**config.mk**
```make
export PLATFORM = sky130hd
export DESIGN_NAME = reg_bank_write_8x16_flat
export DESIGN_NICKNAME = d
export VERILOG_FILES = /design/src/rtl/reg_bank_pkg.sv /design/src/rtl/reg_bank_write_8x16_if.sv /design/src/rtl/decoder_3to8.sv /design/src/rtl/reg_bank_write_8x16.sv /design/src/flat_wrapper.sv
export SDC_FILE = /design/constraint.sdc
export NUM_CORES = 1
export LEC_CHECK = 0
export ABC_AREA = 0
export CAP_MARGIN = 0
export CORE_ASPECT_RATIO = 2
export CORE_MARGIN = 1.5
export CORE_UTILIZATION = 52
export CTS_CLUSTER_SIZE = 25
export DETAILED_ROUTE_END_ITERATION = 8
export PLACE_DENSITY = 0.87
export SLEW_MARGIN = 0
export SYNTH_ARGS = -nofsm -noshare
export SYNTH_HDL_FRONTEND = slang
export SYNTH_HIERARCHICAL = 1
export SYNTH_SLANG_ARGS = --single-unit
```
**constraint.sdc**
```tcl
create_clock -name clk -period 3.03 [get_ports clk]
set_input_delay 0.606 -clock clk [delete_from_list [all_inputs] [get_ports clk]]
set_output_delay 0.606 -clock clk [all_outputs]
set_load 0.01 [all_outputs]
```
**src/rtl/reg_bank_pkg.sv**
```systemverilog
// -----------------------------------------------------------------------------
// reg_bank_pkg
// Constants and types shared by the write side and the read-mux side of the
// 8-entry register bank.
//   NUM_REGS   : number of entries (A..H)
//   ADDR_W     : entry index width
//   DEF_DATA_W : default entry width
//   state_e    : write-side sequencer states
// -----------------------------------------------------------------------------
package reg_bank_pkg;

   localparam int unsigned NUM_REGS   = 8;
   localparam int unsigned ADDR_W     = 3;
   localparam int unsigned DEF_DATA_W = 16;

   typedef enum logic {
      IDLE  = 1'b0,
      CLEAR = 1'b1
   } state_e;

endpackage : reg_bank_pkg

```
**src/rtl/reg_bank_write_8x16_if.sv**
```systemverilog
// -----------------------------------------------------------------------------
// reg_bank_write_8x16_if
// Write-request channel of the register bank (valid/ready handshake).
//   wr_valid : request present            (master -> slave)
//   wr_addr  : target entry, 0=A .. 7=H   (master -> slave)
//   wr_data  : write data                 (master -> slave)
//   wr_ready : slave accepts this cycle   (slave  -> master)
// -----------------------------------------------------------------------------
interface reg_bank_write_8x16_if
   import reg_bank_pkg::*;
#(
   parameter int unsigned DATA_W = DEF_DATA_W
);

   logic              wr_valid;
   logic              wr_ready;
   logic [ADDR_W-1:0] wr_addr;
   logic [DATA_W-1:0] wr_data;

   modport master (output wr_valid, output wr_addr, output wr_data, input wr_ready);
   modport slave  (input wr_valid, input wr_addr, input wr_data, output wr_ready);

endinterface : reg_bank_write_8x16_if

```
**src/rtl/decoder_3to8.sv**
```systemverilog
// -----------------------------------------------------------------------------
// decoder_3to8
// Combinational one-hot decoder with enable; the dual of the 8-to-1 read mux.
//   en     : when low the output is all zeros
//   sel    : index to decode
//   onehot : 1 << sel when enabled
// -----------------------------------------------------------------------------
module decoder_3to8
   import reg_bank_pkg::*;
(
   input  logic                en,
   input  logic [ADDR_W-1:0]   sel,
   output logic [NUM_REGS-1:0] onehot
);

   always_comb begin
      // NOTE: assign a default before any condition so every path drives
      // onehot; otherwise a latch is inferred.
      onehot = '0;
      if (en) begin
         onehot[sel] = 1'b1;
      end
   end

endmodule : decoder_3to8

```
**src/rtl/reg_bank_write_8x16.sv**
```systemverilog
// -----------------------------------------------------------------------------
// reg_bank_write_8x16
// Write side of the 8-entry register bank. Accepts writes over a valid/ready
// handshake and runs a multi-cycle sweep that loads CLEAR_VALUE into every
// entry. One decoder serves both the write address and the sweep counter.
//
// Ports
//   clk       : clock, rising edge
//   rst       : synchronous, active-high reset
//   Enable    : block enable; low blocks writes and pauses the sweep
//   wr_if     : write channel (slave side)
//   clr_req   : one-cycle request to start a sweep
//   busy      : sweep in progress
//   wr_strobe : one-hot of the entry written on the previous edge
//   A..H      : entry contents, feeding the read mux
//
// Build option
//   REG0_ZERO_EN : entry A is hardwired to zero; writes to it complete the
//                  handshake without effect and the sweep skips index 0.
// -----------------------------------------------------------------------------
module reg_bank_write_8x16
   import reg_bank_pkg::*;
#(
   parameter int unsigned       DATA_W      = DEF_DATA_W,
   parameter logic [DATA_W-1:0] CLEAR_VALUE = '0
)(
   input  logic                       clk,
   input  logic                       rst,
   input  logic                       Enable,
   reg_bank_write_8x16_if.slave       wr_if,
   input  logic                       clr_req,
   output logic                       busy,
   output logic [NUM_REGS-1:0]        wr_strobe,
   output logic [DATA_W-1:0]          A,
   output logic [DATA_W-1:0]          B,
   output logic [DATA_W-1:0]          C,
   output logic [DATA_W-1:0]          D,
   output logic [DATA_W-1:0]          E,
   output logic [DATA_W-1:0]          F,
   output logic [DATA_W-1:0]          G,
   output logic [DATA_W-1:0]          H
);

`ifdef REG0_ZERO_EN
   localparam logic [ADDR_W-1:0]   FIRST_IDX = 3'd1;
   localparam logic [NUM_REGS-1:0] WR_MASK   = 8'hFE;
`else
   localparam logic [ADDR_W-1:0]   FIRST_IDX = 3'd0;
   localparam logic [NUM_REGS-1:0] WR_MASK   = 8'hFF;
`endif
   localparam logic [ADDR_W-1:0]   LAST_IDX  = 3'd7;

   state_e              state_q, state_d;
   logic [ADDR_W-1:0]   cnt_q, cnt_d;
   logic [NUM_REGS-1:0] wr_strobe_q, wr_strobe_d;
   logic [DATA_W-1:0]   regs_q [NUM_REGS];
   logic [DATA_W-1:0]   regs_d [NUM_REGS];

   logic                wr_fire;
   logic                dec_en;
   logic [ADDR_W-1:0]   dec_sel;
   logic [NUM_REGS-1:0] dec_onehot;
   logic [DATA_W-1:0]   wdata;

   // clr_req takes priority: it withdraws ready in the same cycle.
   assign wr_if.wr_ready = Enable & (state_q == IDLE) & ~clr_req & ~rst;
   assign wr_fire        = wr_if.wr_valid & wr_if.wr_ready;

   // Sequencer and decoder source select: write address in IDLE, sweep
   // counter in CLEAR.
   always_comb begin
      state_d = state_q;
      cnt_d   = cnt_q;
      dec_sel = wr_if.wr_addr;
      dec_en  = wr_fire;
      wdata   = wr_if.wr_data;
      unique case (state_q)
         IDLE: begin
            if (clr_req && Enable) begin
               state_d = CLEAR;
               cnt_d   = FIRST_IDX;
            end
         end
         CLEAR: begin
            dec_sel = cnt_q;
            dec_en  = Enable;
            wdata   = CLEAR_VALUE;
            if (Enable) begin
               // The 3-bit counter wraps 7->0 on the same edge as the exit.
               cnt_d = cnt_q + 1'b1;
               if (cnt_q == LAST_IDX) begin
                  state_d = IDLE;
               end
            end
         end
         default: state_d = IDLE;
      endcase
   end

   decoder_3to8 u_dec (
      .en     (dec_en),
      .sel    (dec_sel),
      .onehot (dec_onehot)
   );

   // Masking entry 0 here blocks both its write and its strobe.
   assign wr_strobe_d = dec_onehot & WR_MASK;

   always_comb begin
      for (int i = 0; i < NUM_REGS; i++) begin
         regs_d[i] = wr_strobe_d[i] ? wdata : regs_q[i];
      end
   end

   always_ff @(posedge clk) begin
      // NOTE: all state uses non-blocking assignment so every flop samples
      // the pre-edge values regardless of statement order.
      if (rst) begin
         state_q     <= IDLE;
         cnt_q       <= '0;
         wr_strobe_q <= '0;
         // NOTE: the entries themselves are reset because A..H must read zero
         // after reset; the read mux has no valid qualifier.
         for (int i = 0; i < NUM_REGS; i++) begin
            regs_q[i] <= '0;
         end
      end else begin
         state_q     <= state_d;
         cnt_q       <= cnt_d;
         wr_strobe_q <= wr_strobe_d;
         for (int i = 0; i < NUM_REGS; i++) begin
            regs_q[i] <= regs_d[i];
         end
      end
   end

   assign busy      = (state_q == CLEAR);
   assign wr_strobe = wr_strobe_q;

`ifdef REG0_ZERO_EN
   assign A = '0;
`else
   assign A = regs_q[0];
`endif
   assign B = regs_q[1];
   assign C = regs_q[2];
   assign D = regs_q[3];
   assign E = regs_q[4];
   assign F = regs_q[5];
   assign G = regs_q[6];
   assign H = regs_q[7];

endmodule : reg_bank_write_8x16

```
**src/flat_wrapper.sv**
```systemverilog
// flat-port wrapper written by rule: the top's interface ports become plain ports
module reg_bank_write_8x16_flat import reg_bank_pkg::*;
#(
   parameter int unsigned       DATA_W      = DEF_DATA_W,
   parameter logic [DATA_W-1:0] CLEAR_VALUE = '0
)
  (clk, rst, Enable, clr_req, busy, wr_strobe, A, B, C, D, E, F, G, H, wr_if_wr_valid, wr_if_wr_addr, wr_if_wr_data, wr_if_wr_ready);
  reg_bank_write_8x16_if #(.DATA_W(DATA_W)) wr_if_i ();
  input  logic clk;
  input  logic rst;
  input  logic Enable;
  input  logic clr_req;
  output logic busy;
  output logic [NUM_REGS-1:0] wr_strobe;
  output logic [DATA_W-1:0] A;
  output logic [DATA_W-1:0] B;
  output logic [DATA_W-1:0] C;
  output logic [DATA_W-1:0] D;
  output logic [DATA_W-1:0] E;
  output logic [DATA_W-1:0] F;
  output logic [DATA_W-1:0] G;
  output logic [DATA_W-1:0] H;
  input wire logic [$bits(wr_if_i.wr_valid)-1:0] wr_if_wr_valid;
  input wire logic [$bits(wr_if_i.wr_addr)-1:0] wr_if_wr_addr;
  input wire logic [$bits(wr_if_i.wr_data)-1:0] wr_if_wr_data;
  output wire logic [$bits(wr_if_i.wr_ready)-1:0] wr_if_wr_ready;
  assign wr_if_i.wr_valid = wr_if_wr_valid;
  assign wr_if_i.wr_addr = wr_if_wr_addr;
  assign wr_if_i.wr_data = wr_if_wr_data;
  assign wr_if_wr_ready = wr_if_i.wr_ready;
  reg_bank_write_8x16 #(.DATA_W(DATA_W), .CLEAR_VALUE(CLEAR_VALUE)) u_core (.clk(clk), .rst(rst), .Enable(Enable), .wr_if(wr_if_i), .clr_req(clr_req), .busy(busy), .wr_strobe(wr_strobe), .A(A), .B(B), .C(C), .D(D), .E(E), .F(F), .G(G), .H(H));
endmodule
```
==> metrics.txt <==
# TYPE chip_impl_metric gauge
chip_impl_metric{name="met3_wirelength",unit="microns"} 1020
chip_impl_metric{name="globalplace.congestion",unit=""} 0.784
chip_impl_metric{name="yosys_warnings",unit=""} 6
chip_impl_metric{name="crit_path_max_fanout",unit=""} 8
chip_impl_info{name="worst_r2r_endpoint",value="u_core/regs_q[0][79]"} 1
chip_impl_metric{name="grt_antenna_before_repair",unit=""} 0
chip_impl_metric{name="drive_above_1_share",unit="%"} 7.77
chip_impl_metric{name="postSynth.asyncResetShare",unit="%"} 0
chip_impl_metric{name="dpl_worst_slack",unit="ns"} 0.318
chip_impl_metric{name="design_power_total",unit="uW"} 4330
chip_impl_metric{name="final_net_count",unit=""} 773
chip_impl_metric{name="cts.reportedPaths.clkPinSlew",unit="ns"} 0.05
chip_impl_info{name="cell_with_the_most_instances_after_synthesis",value="dfxtp_1"} 1
chip_impl_info{name="tritoncts",value="done"} 1
chip_impl_metric{name="register_area_share_after_synthesis",unit="%"} 46.8
chip_impl_metric{name="buffer_levels_on_the_longest_clock_path",unit=""} 2
chip_impl_metric{name="drc",unit=""} 0
chip_impl_metric{name="post_cts_setup_buffers",unit=""} 0
chip_impl_info{name="run_status",value="complete, no violations"} 1
chip_impl_metric{name="io-pin-count",unit=""} 162
chip_impl_metric{name="synth.avg_cell_area",unit="sq um"} 9.50
chip_impl_info{name="netlist_top_cells_area",value="dfxtp_1 47%, nand3b_1 16%, nand2b_1 14%, a21oi_1 9.9%, buf_2 3.8%"} 1
chip_impl_metric{name="synthesis.area",unit="sq mm"} 0.00599
chip_impl_metric{name="skew_final",unit="ns"} 0.00587
chip_impl_metric{name="power_leakage",unit="uW"} 0.00251
chip_impl_info{name="cts-root-buf",value="clkbuf_16"} 1
chip_impl_metric{name="drt-total-wl",unit="microns"} 17100
chip_impl_info{name="timing.critical_path.from",value="Enable"} 1
chip_impl_metric{name="relSlewSlack",unit="%"} 48.8
chip_impl_metric{name="ant_nets",unit=""} 0
chip_impl_metric{name="synth.net_count",unit=""} 657
chip_impl_metric{name="antenna-diode-count",unit=""} 0
chip_impl_metric{name="place.port_buffers",unit=""} 161
chip_impl_metric{name="count_of_hold_fix_buffers_inserted_at_cts",unit=""} 0
chip_impl_metric{name="timing.final.crit_period",unit="ns"} 2.73
chip_impl_metric{name="dieArea",unit="sq mm"} 0.0122
chip_impl_metric{name="dieHeight",unit="microns"} 155
chip_impl_metric{name="power.density",unit="mW/mm^2"} 539
chip_impl_metric{name="num_vias",unit=""} 4981
chip_impl_metric{name="clock_insertion_delay_worst_skew",unit="ns"} 0.40
chip_impl_metric{name="area_growth_syn_to_layout",unit="%"} 34.1
chip_impl_metric{name="max_freq",unit="MHz"} 367
chip_impl_metric{name="layout.core_utilization",unit="%"} 71.2
chip_impl_metric{name="number_of_placement_rows",unit=""} 55
chip_impl_info{name="start_of_the_worst_register_to_register_path",value="u_core/busy"} 1
chip_impl_metric{name="timing.critical_path.arrival",unit="ns"} 2.12
chip_impl_metric{name="timing.final.hold_violations",unit=""} 0
chip_impl_metric{name="post_route_setup_slack",unit="ns"} 0.302
chip_impl_info{name="synth_top_flop_cell",value="dfxtp_1"} 1
chip_impl_metric{name="routedWlPerCell",unit="microns"} 18.9
chip_impl_metric{name="slew_viol_final",unit=""} 0
chip_impl_info{name="start_kind",value="input port"} 1
chip_impl_metric{name="global_route.usage.total",unit="%"} 27.4
chip_impl_metric{name="clock-sinks",unit=""} 140
chip_impl_metric{name="die_width",unit="microns"} 78.9
chip_impl_metric{name="dpl_cell_area",unit="sq mm"} 0.00742
chip_impl_info{name="synth_area_leader_cell",value="dfxtp_1"} 1
chip_impl_metric{name="synth_top_area_share",unit="%"} 46.8
chip_impl_info{name="min_path_type",value="reg -> reg"} 1
chip_impl_metric{name="grt_first_pass_wirelength",unit="microns"} 25100
chip_impl_metric{name="grt_max_degree",unit=""} 77
chip_impl_metric{name="min_path_cells",unit=""} 2
chip_impl_metric{name="core_area",unit="sq mm"} 0.0113
chip_impl_metric{name="post_cts.resized_instances",unit=""} 0
chip_impl_metric{name="timing.final.setup_violations",unit=""} 0
chip_impl_metric{name="start_util",unit="%"} 53.1
chip_impl_metric{name="synthDistinctLibCells",unit=""} 24
chip_impl_metric{name="ys_ff_latch",unit=""} 140
chip_impl_metric{name="wl_met1",unit="microns"} 6320
chip_impl_metric{name="irDropWorstVdd",unit="V"} 0.000502
chip_impl_metric{name="dp.final_hpwl",unit="microns"} 10900
chip_impl_metric{name="grt_pass1_vias",unit=""} 4624
chip_impl_metric{name="timing.setup.tns",unit="ns"} 0
chip_impl_metric{name="vias_per_cell",unit=""} 5.53
chip_impl_metric{name="fin_area",unit="sq mm"} 0.00804
chip_impl_info{name="worst_setup_end_kind",value="primary output"} 1
chip_impl_metric{name="dr_wl_met2",unit="microns"} 9100
chip_impl_metric{name="worstRegToRegCells",unit=""} 4
chip_impl_info{name="rsz0062_at_grt",value="false"} 1
chip_impl_metric{name="grt.overflow.total",unit=""} 0
chip_impl_info{name="maxUsedRoutingLayer",value="met4"} 1
chip_impl_info{name="worstHoldEndpoint",value="u_core/regs_q[0][80]"} 1
chip_impl_metric{name="max_cap_viols",unit=""} 0
chip_impl_metric{name="cp_data_required_time",unit="ns"} 2.42
chip_impl_metric{name="detailedRoute.firstIterationViolations",unit=""} 405
chip_impl_metric{name="tightestPinTransition",unit="ns"} 0.768
chip_impl_metric{name="setup_slack_reg_to_reg",unit="ns"} 0.65
chip_impl_metric{name="final.period_utilization",unit="%"} 90.0
chip_impl_metric{name="drt-pass1-iter-count",unit=""} 5
chip_impl_info{name="timing.setup.critical_path_class",value="in -> out"} 1
chip_impl_metric{name="postSynthCellCount",unit=""} 631
chip_impl_metric{name="total_clock_buffers_created_by_cts",unit=""} 17
chip_impl_info{name="holdCritStartpoint",value="u_core/regs_q[0][80]"} 1
chip_impl_info{name="leading_post_synthesis_cells_by_instance_count",value="140 x dfxtp_1, 131 x nand2b_1, 128 x nand3b_1, 118 x a21oi_1, 46 x buf_2"} 1
chip_impl_metric{name="ctsHtreeMaxLevel",unit=""} 4
chip_impl_metric{name="number_of_enable_flip_flop_cells_after_synthesis",unit=""} 0
==> worst max-delay path, cell delays in order <==
cell             delay, ns
clkdlybuf4s50_1       0.61
nor4b_2               0.31
clkdlybuf4s50_1       0.60
==> worst max path at each step <==
stage | endpoint | slack, ns
6_report | wr_if_wr_ready | 0.30
3_3_place_gp | wr_if_wr_ready | 0.44
5_1_grt | wr_if_wr_ready | 0.27
3_5_place_dp | u_core/regs_q[0][79] | 0.32
2_1_floorplan | u_core/regs_q[0][10] | 1.12
4_1_cts | wr_if_wr_ready | 0.32
==> cell usage in the layout (no fill, tap or decap) <==
| cell | Yosys | final |
|---|---|---|
| and4bb_1 | 2 | 2 |
| clkdlybuf4s50_1 | 0 | 160 |
| and4bb_2 | 1 | 1 |
| clkbuf_8 | 0 | 2 |
| clkinv_2 | 0 | 3 |
| nor3b_1 | 1 | 1 |
| clkbuf_16 | 0 | 17 |
| bufinv_16 | 0 | 4 |
| nand4bb_1 | 1 | 1 |
| clkbuf_1 | 10 | 1 |
| nor2b_1 | 8 | 8 |
| mux2_2 | 3 | 3 |
| ha_1 | 2 | 2 |
| nand3b_1 | 128 | 128 |
| nor4b_4 | 0 | 1 |
| clkinv_4 | 0 | 2 |
| nand2b_1 | 131 | 131 |
| a21oi_2 | 11 | 11 |
| a311oi_1 | 1 | 1 |
| nor4b_2 | 2 | 1 |
| and4b_1 | 1 | 1 |
| inv_4 | 0 | 1 |
| nand4b_1 | 2 | 2 |
| o21a_1 | 2 | 2 |
| and4_2 | 1 | 1 |
| dfxtp_1 | 140 | 139 |
| dfxtp_4 | 0 | 1 |
| and4b_2 | 2 | 2 |
| clkinvlp_4 | 0 | 1 |
| buf_4 | 0 | 8 |
| o21ai_1 | 3 | 3 |
| a21oi_1 | 118 | 118 |
==> flip-flops by register name, indices dropped and copies added, names as in the netlist <==
name / flops
u_core/busy: 1
u_core/wr_strobe: 8
u_core/cnt_q: 3
u_core/regs_q: 128
==> kinds of logic after synthesis <==
family	share of synthesized area, %
mux	0.564
flops	46.8
simple gates	33.0
compound gates	12.1
fa+ha+maj	0.417
buf+inv	7.18
==> area by class of cell <==
cell class,count,area (sq um)
Clock buffer,20,457
Clock inverter,11,166
Fill cell,832,3250
Multi-Input combinational cell,420,2770
Sequential cell,140,2810
Tap cell,142,178
Timing Repair Buffer,168,1660
==> per-stage QoR <==
step | std cells | hold WS, ns
after floorplan | 631 | 0.455
after global placement | 870 | 0.458
after detailed placement | 870 | 0.461
after CTS | 901 | 0.471
after global routing | 901 | 0.488
final | 901 | 0.470
==> power breakdown <==
part           leakage [uW]  switching, uW  internal [uW]
Sequential          0.00113           25.1           1860
Clock              0.000306            760           1420
Combinational       0.00107            148            123
==> layer usage <==
metal,track usage [%],vias to the layer above
met5,0,-
met4,12.4,0
met3,6.49,31
met2,49.3,176
met1,29.6,2397
li1,-,2377
Power figures use the tool's default switching activity.
